`src/rtl/seg7_pkg.sv`:
```
// rtl/seg7_pkg.sv - shared 7-segment constants
package seg7_pkg;

  localparam int MAX_DIGITS = 8;

  // Active-low segment patterns in [0:6] = a..g order
  localparam logic [0:6] SEG_NULL = 7'b1111111;
  localparam logic [0:6] SEG_0    = 7'b0000001;
  localparam logic [0:6] SEG_1    = 7'b1001111;
  localparam logic [0:6] SEG_2    = 7'b0010010;
  localparam logic [0:6] SEG_3    = 7'b0000110;
  localparam logic [0:6] SEG_4    = 7'b1001100;
  localparam logic [0:6] SEG_5    = 7'b0100100;
  localparam logic [0:6] SEG_6    = 7'b0100000;
  localparam logic [0:6] SEG_7    = 7'b0001111;
  localparam logic [0:6] SEG_8    = 7'b0000000;
  localparam logic [0:6] SEG_9    = 7'b0000100;
  localparam logic [0:6] SEG_A    = 7'b0001000;
  localparam logic [0:6] SEG_B    = 7'b1100000;
  localparam logic [0:6] SEG_C    = 7'b0110001;
  localparam logic [0:6] SEG_D    = 7'b1000010;
  localparam logic [0:6] SEG_E    = 7'b0110000;
  localparam logic [0:6] SEG_F    = 7'b0111000;

endpackage

```
`src/rtl/seg7_hex_decode.sv`:
```
// rtl/seg7_hex_decode.sv - combinational nibble to active-low segment decoder
module seg7_hex_decode
  import seg7_pkg::*;
(
  input  logic [3:0] nibble,
  output logic [0:6] seg
);

  always_comb begin
    seg = SEG_NULL;
    case (nibble)
      4'h0: seg = SEG_0;
      4'h1: seg = SEG_1;
      4'h2: seg = SEG_2;
      4'h3: seg = SEG_3;
      4'h4: seg = SEG_4;
      4'h5: seg = SEG_5;
      4'h6: seg = SEG_6;
      4'h7: seg = SEG_7;
      4'h8: seg = SEG_8;
      4'h9: seg = SEG_9;
      4'hA: seg = SEG_A;
      4'hB: seg = SEG_B;
      4'hC: seg = SEG_C;
      4'hD: seg = SEG_D;
      4'hE: seg = SEG_E;
      4'hF: seg = SEG_F;
      default: seg = SEG_NULL;
    endcase
  end

endmodule

```
`src/rtl/seg7_scan_driver.sv`:
```
// rtl/seg7_scan_driver.sv - N-digit multiplexed 7-segment scanner with blanking, blink and zero suppression
module seg7_scan_driver
  import seg7_pkg::*;
#(
  parameter int NUM_DIGITS      = 8,
  parameter int TICKS_PER_DIGIT = 100_000,
  parameter int BLANK_TICKS     = 1_000,
  parameter int BLINK_FRAMES    = 32
) (
  input  logic                    clk_100MHz,
  input  logic                    reset,
  input  logic [4*NUM_DIGITS-1:0] digits_in,
  input  logic [NUM_DIGITS-1:0]   dp_in,
  input  logic [NUM_DIGITS-1:0]   blank_mask,
  input  logic [NUM_DIGITS-1:0]   blink_mask,
  input  logic                    lz_suppress,
  input  logic                    load,
  output logic                    frame_start,
  output logic [NUM_DIGITS-1:0]   an,
  output logic [0:6]              seg,
  output logic                    dp
);

  localparam int TW = (TICKS_PER_DIGIT > 1) ? $clog2(TICKS_PER_DIGIT) : 1;
  localparam int IW = (NUM_DIGITS > 1) ? $clog2(NUM_DIGITS) : 1;
  localparam int FW = (BLINK_FRAMES > 1) ? $clog2(BLINK_FRAMES) : 1;

  localparam logic [TW-1:0] TIMER_LAST = TW'(TICKS_PER_DIGIT - 1);
  localparam logic [TW-1:0] BLANK_LIM  = TW'(BLANK_TICKS);
  localparam logic [IW-1:0] IDX_LAST   = IW'(NUM_DIGITS - 1);
  localparam logic [FW-1:0] FRAME_LAST = FW'(BLINK_FRAMES - 1);

  logic [TW-1:0]           timer;
  logic [IW-1:0]           idx;
  logic [FW-1:0]           frame_cnt;
  logic                    blink_phase;

  logic [4*NUM_DIGITS-1:0] stg_digits, dsp_digits, cur_digits;
  logic [NUM_DIGITS-1:0]   stg_dp, dsp_dp, cur_dp;
  logic [NUM_DIGITS-1:0]   stg_blank, dsp_blank, cur_blank;
  logic [NUM_DIGITS-1:0]   stg_blink, dsp_blink, cur_blink;
  logic                    stg_lz, dsp_lz, cur_lz;

  logic                    boundary, frame_wrap, phase_now, in_blank, above_clear;
  logic [3:0]              nib [NUM_DIGITS];
  logic [NUM_DIGITS-1:0]   lz_dark, dark;
  logic [3:0]              nib_sel;
  logic [0:6]              dec_seg;
  logic [NUM_DIGITS-1:0]   an_next;
  logic [0:6]              seg_next;
  logic                    dp_next;

  assign boundary   = (timer == '0) && (idx == '0);
  assign frame_wrap = (frame_cnt == FRAME_LAST);
  assign in_blank   = (BLANK_TICKS > 0) && (timer < BLANK_LIM);

  // At the frame boundary the snapshot being latched is already what this cycle shows
  always_comb begin
    cur_digits = dsp_digits;
    cur_dp     = dsp_dp;
    cur_blank  = dsp_blank;
    cur_blink  = dsp_blink;
    cur_lz     = dsp_lz;
    phase_now  = blink_phase;
    if (boundary) begin
      if (load) begin
        cur_digits = digits_in;
        cur_dp     = dp_in;
        cur_blank  = blank_mask;
        cur_blink  = blink_mask;
        cur_lz     = lz_suppress;
      end else begin
        cur_digits = stg_digits;
        cur_dp     = stg_dp;
        cur_blank  = stg_blank;
        cur_blink  = stg_blink;
        cur_lz     = stg_lz;
      end
      if (frame_wrap) phase_now = ~blink_phase;
    end
  end

  // Walk from the most significant digit down, tracking whether everything above is zero or blanked
  always_comb begin
    above_clear = 1'b1;
    lz_dark     = '0;
    for (int k = NUM_DIGITS - 1; k >= 0; k--) begin
      nib[k]     = cur_digits[4*k +: 4];
      lz_dark[k] = cur_lz && (nib[k] == 4'h0) && (k != 0) && above_clear;
      above_clear = above_clear && ((nib[k] == 4'h0) || cur_blank[k]);
    end
  end

  assign dark    = cur_blank | (cur_blink & {NUM_DIGITS{phase_now}}) | lz_dark;
  assign nib_sel = nib[idx];

  seg7_hex_decode u_dec (
    .nibble (nib_sel),
    .seg    (dec_seg)
  );

  always_comb begin
    an_next  = '1;
    seg_next = SEG_NULL;
    dp_next  = 1'b1;
    if (!in_blank && !dark[idx]) begin
      an_next  = ~(NUM_DIGITS'(1) << idx);
      seg_next = dec_seg;
      dp_next  = ~cur_dp[idx];
    end
  end

  always_ff @(posedge clk_100MHz) begin
    if (reset) begin
      timer       <= '0;
      idx         <= '0;
      frame_cnt   <= '0;
      blink_phase <= 1'b0;
      stg_digits  <= '0;
      stg_dp      <= '0;
      stg_blank   <= '0;
      stg_blink   <= '0;
      stg_lz      <= 1'b0;
      dsp_digits  <= '0;
      dsp_dp      <= '0;
      dsp_blank   <= '0;
      dsp_blink   <= '0;
      dsp_lz      <= 1'b0;
      frame_start <= 1'b0;
      an          <= '1;
      seg         <= SEG_NULL;
      dp          <= 1'b1;
    end else begin
      if (timer == TIMER_LAST) begin
        timer <= '0;
        idx   <= (idx == IDX_LAST) ? '0 : idx + 1'b1;
      end else begin
        timer <= timer + 1'b1;
      end

      if (load) begin
        stg_digits <= digits_in;
        stg_dp     <= dp_in;
        stg_blank  <= blank_mask;
        stg_blink  <= blink_mask;
        stg_lz     <= lz_suppress;
      end

      if (boundary) begin
        dsp_digits  <= cur_digits;
        dsp_dp      <= cur_dp;
        dsp_blank   <= cur_blank;
        dsp_blink   <= cur_blink;
        dsp_lz      <= cur_lz;
        blink_phase <= phase_now;
        frame_cnt   <= frame_wrap ? '0 : frame_cnt + 1'b1;
      end

      frame_start <= boundary;
      an          <= an_next;
      seg         <= seg_next;
      dp          <= dp_next;
    end
  end

endmodule

```
`config.mk`:
```
export PLATFORM = sky130hd
export DESIGN_NAME = seg7_scan_driver
export DESIGN_NICKNAME = d
export VERILOG_FILES = /design/src/rtl/seg7_pkg.sv /design/src/rtl/seg7_hex_decode.sv /design/src/rtl/seg7_scan_driver.sv
export SDC_FILE = /design/constraint.sdc
export NUM_CORES = 1
export LEC_CHECK = 0
export CORE_MARGIN = 2
export CORE_UTILIZATION = 55
export DETAILED_ROUTE_END_ITERATION = 8
export PLACE_DENSITY = 0.78
export SYNTH_ARGS = -nofsm -noshare
export SYNTH_HDL_FRONTEND = slang
export SYNTH_SLANG_ARGS = --single-unit
```
`constraint.sdc`:
```
create_clock -name clk_100MHz -period 4.75 [get_ports clk_100MHz]
set_input_delay 0.475 -clock clk_100MHz [delete_from_list [all_inputs] [get_ports clk_100MHz]]
set_output_delay 0.475 -clock clk_100MHz [all_outputs]
set_load 0.05 [all_outputs]
```
==> out/results.txt <==
The clock passes through at most 2 buffers. The worst setup path is launched from a register. The run gives 7990 um2 as the cell area after placement. Traced cell by cell, the critical path runs through clkinv_1, ha_1, and4bb_1, and3_1, nand2_1, buf_4, a31oi_1, nand4_1, a311oi_1, o221a_2, o221ai_1. The first detailed-routing pass took 5 iterations. Setup violations remaining at the end of the flow were counted as 0. In this design, the stage delay of the slowest critical-path cell is 0.72 ns. After clock tree synthesis, the flow added hold-fix buffers numbering 0. TritonCTS built the clock tree.

After synthesis, the largest family of logic cells by area is simple AND/OR/NAND/NOR gates. Yosys attributes the largest share of cell area to sky130_fd_sc_hd__dfxtp_1 44%, sky130_fd_sc_hd__mux2i_1 8.7%, sky130_fd_sc_hd__nor2_1 7.9%, sky130_fd_sc_hd__a21oi_1 3.8%, sky130_fd_sc_hd__ha_1 2.8%. The reg-to-reg setup timing slack is 1.03 ns, and the setup TNS is 0 ns. Leakage component of the power: 0.00334 uW. At the pin with the least slew margin, the transition time is 0.900 ns.

The number of antenna violations at the first check in global routing came out at 0. The detailed-route vias per instance works out to 5.99. Cell with the largest stage delay on the worst path: sky130_fd_sc_hd__and3_1. The run gives 3270 uW as the overall power after layout. Of all nets on the critical path, the largest fanout is 20.

Power spread over the standard cell area amounts to 382 nW/um2. The number of design-rule violations left by the first detailed-router iteration is 603. The number of buffers added on ports was 76; the placeable core region was 12700 um2. The primary flip-flop cell chosen by synthesis mapping is sky130_fd_sc_hd__dfxtp_1. Wires add up to 19400 um. The worst register-to-register path has a depth of 11. The floorplan has 41 rows. In this run the critical register-to-register path is captured at seg[4]$_SDFF_PP1_. The buffer type at the clock tree root was sky130_fd_sc_hd__clkbuf_16.

For this run, asynchronously set or reset flops after synthesis account for 0%. The worst hold path passes through 2 cells. The tools report the first element of the critical path as idx[1]$_SDFFE_PP0P_. Sequential cells were found to cover 44.0% of the synthesized design area.

Die boundary height: 118 um. Counting flops with a built-in enable in the synthesized netlist gives 0. The clock drives 157 sinks. The post-layout instance area is 8560 um2, and the synthesis warning total is 0.

The later pin in the worst-skew pair is clocked with a latency of 0.43 ns. Final-report max-slew violation count: 0. 0 antenna diodes ended up in the layout.

The number of gates resized after CTS was 0. The library cells used most frequently in the layout, excluding fill and tap cells, are 157 x sky130_fd_sc_hd__dfxtp_1, 151 x sky130_fd_sc_hd__nor2_1, 74 x sky130_fd_sc_hd__clkdlybuf4s50_1. The worst hold path startpoint was dsp_blink[6]$_SDFFE_PP0N_. The run gives 1.07 ns as the minimum setup slack after placement. The initial utilization of the core area, before any placement, comes to 56.4%. Horizontal extent of the die: 118 um. Number of global-route vias before repair: 6371.

The reported max-cap violation count was 0. The combined area of all synthesized cells was 7150 um2; the tightest slew margin relative to the limit was 40.0%. The logs give 5.03 ns for the required time of the critical path and 268 MHz for the maximum clock frequency. In the routed design, unresolved DRC markers number 0. For the I/O pin total, the log shows 77.

The number of nets with antenna violations after routing was 0; the number of filler cells placed in the layout was 1045. The endpoint of the worst hold path is dsp_blink[6]$_SDFFE_PP0N_. The synthesized design devotes to its leading area cell type 44.0% of total area. In this run, distinct cell masters in the synthesized netlist total 64. Across every metal layer, demand over resource in global routing totals 28.6%.

The critical path is of the reg -> reg type. Commonest non-fill, non-tap cell in the layout: sky130_fd_sc_hd__dfxtp_1. The synthesized netlist net count is 899, and the H-tree depth is 4. Summing the areas of all xor and xnor instances in the mapped netlist gives 1.84% of the synthesized area. The global-route wire length before repair came out at 31800 um. Setup repair after global routing left no endpoint under its margin. The mux cell area share after synthesis was 10.6%; the residual overflow from global routing was 0. The worst setup path is captured at a register. The logs give 954 for the total number of nets in the final design and 0.946 for the final weighted congestion in routability-driven placement. The simple-gate area share of the yosys netlist was 21.9%.

Counting flops and latches in the post-synthesis netlist gives 157. Number of CTS-inserted buffers: 17. Subtracting the final worst setup slack from the clock period gives 3.72 ns. Summing the areas of all compound-gate instances in the mapped netlist gives 14.7% of the synthesized area. The die footprint was 13900 um2; the worst path setup slack after routing was 1.03 ns. The area growth from synthesis to layout is 19.7%.

Entering global routing, the biggest net connects 71 pins. The estimated wirelength of the detail-placed design was 13800 um; the number of buffers inserted to repair setup after CTS was 0. After detailed routing, the average wire length per cell comes to 18.2 um. The average size of a mapped cell is 8.69 um2. The cell type with the highest aggregate area in the netlist is sky130_fd_sc_hd__dfxtp_1. The worst reg2reg path startpoint is idx[1]$_SDFFE_PP0P_. The post-route netlist has 7.52% of its cells at a drive strength greater than 1. Between clock sinks in the finished design, the worst skew comes to 0.00657 ns. Post-route fraction of the period consumed by the critical path: 78.4%. The run finished with clean final reports. The highest ir drop seen on vdd came out at 225 uV. The run gives 823 as the number of instances in the synthesized netlist. The arrival time at the worst endpoint came out at 4.00 ns. Summing over every cut layer, the via total after detailed routing is 6372. The worst hold path belongs to the class reg -> reg. The adder and majority cell fraction of the synthesized area is 2.80%, and the count of endpoints failing hold in the final timing report is 0. Clock-pin slew was measured on the worst setup and hold paths at 0.06 ns.
[per-stage QoR]
step / hold WS [ns] / cells / utilization [%]
after floorplan: 0.432 / 823 / -
after global placement: 0.442 / 1031 / 63.1
after detailed placement: 0.447 / 1031 / 63.1
after CTS: 0.455 / 1063 / 67.6
after global routing: 0.468 / 1063 / 67.6
final: 0.452 / 1063 / 67.6
[layer usage]
metal,track usage [%],routed length [um],part of all wire (%)
met5,0,0,0
met4,12.6,592,3.1
met3,7.07,1260,6.5
met2,48.7,9410,49
met1,34.0,8110,42
[sequential cells by signal, indices dropped and copies added, names as in the netlist]
| name | cells |
|---|---|
| stg_lz | 1 |
| an | 8 |
| frame_cnt | 5 |
| idx | 3 |
| dsp_dp | 8 |
| dsp_blink | 8 |
| stg_blank | 8 |
| stg_blink | 8 |
| timer | 17 |
| seg | 7 |
| blink_phase | 1 |
| frame_start | 1 |
| dsp_blank | 8 |
| dsp_lz | 1 |
| dp | 1 |
| stg_digits | 32 |
| stg_dp | 8 |
| dsp_digits | 32 |
[worst max-delay path: cells and delay by family (launching register included)]
family	cells	cell delay (ns)
and+or+nand+nor	4	1.37
DFF	1	0.46
buffers and inverters	2	0.39
AOI/OAI and AO/OA	4	1.15
adders and majority gates	1	0.20
[area by class of cell]
class                   count  area (um2)  area share, %
well taps                 172         215           2.51
clock buffers              21         450           5.26
multi-input cells         596        3710           43.3
clock inverters            11         119           1.39
flip-flops and latches    157        3140           36.7
repair buffers             91         868           10.1
inverters                  15        56.3          0.658
[cells by family after synthesis]
group           count (synthesis)
compound gates                166
xor+xnor                       15
fa+ha+maj                      16
buf+inv                        70
flops                         157
mux                            70
simple gates                  329
[Yosys cell counts, drive strengths merged (8+ instances only)]
cell / instances
nand3: 37
inv: 13
o21ai: 36
nand2: 37
clkbuf: 27
buf: 28
xor2: 10
or3: 12
a211oi: 20
dfxtp: 157
nor2b: 11
mux2i: 62
nor2: 152
nor4: 22
nor3: 30
o211ai: 8
ha: 16
a21oi: 55
[how the worst max path moves through the flow]
stage	to	slack, ns	cells after the start
2_1_floorplan	seg[3]$_SDFF_PP1_	1.30	18
3_3_place_gp	seg[3]$_SDFF_PP1_	1.16	14
3_5_place_dp	seg[4]$_SDFF_PP1_	1.07	11
4_1_cts	seg[3]$_SDFF_PP1_	1.04	14
5_1_grt	seg[3]$_SDFF_PP1_	0.62	14
6_report	seg[4]$_SDFF_PP1_	1.03	11
[power by group]
part	switching (uW)	leakage (uW)	internal (uW)
logic	307	0.00178	204
registers	44.7	0.00129	1400
clock network	532	0.000269	783
Note: power is estimated with default switching activity, not from simulation.
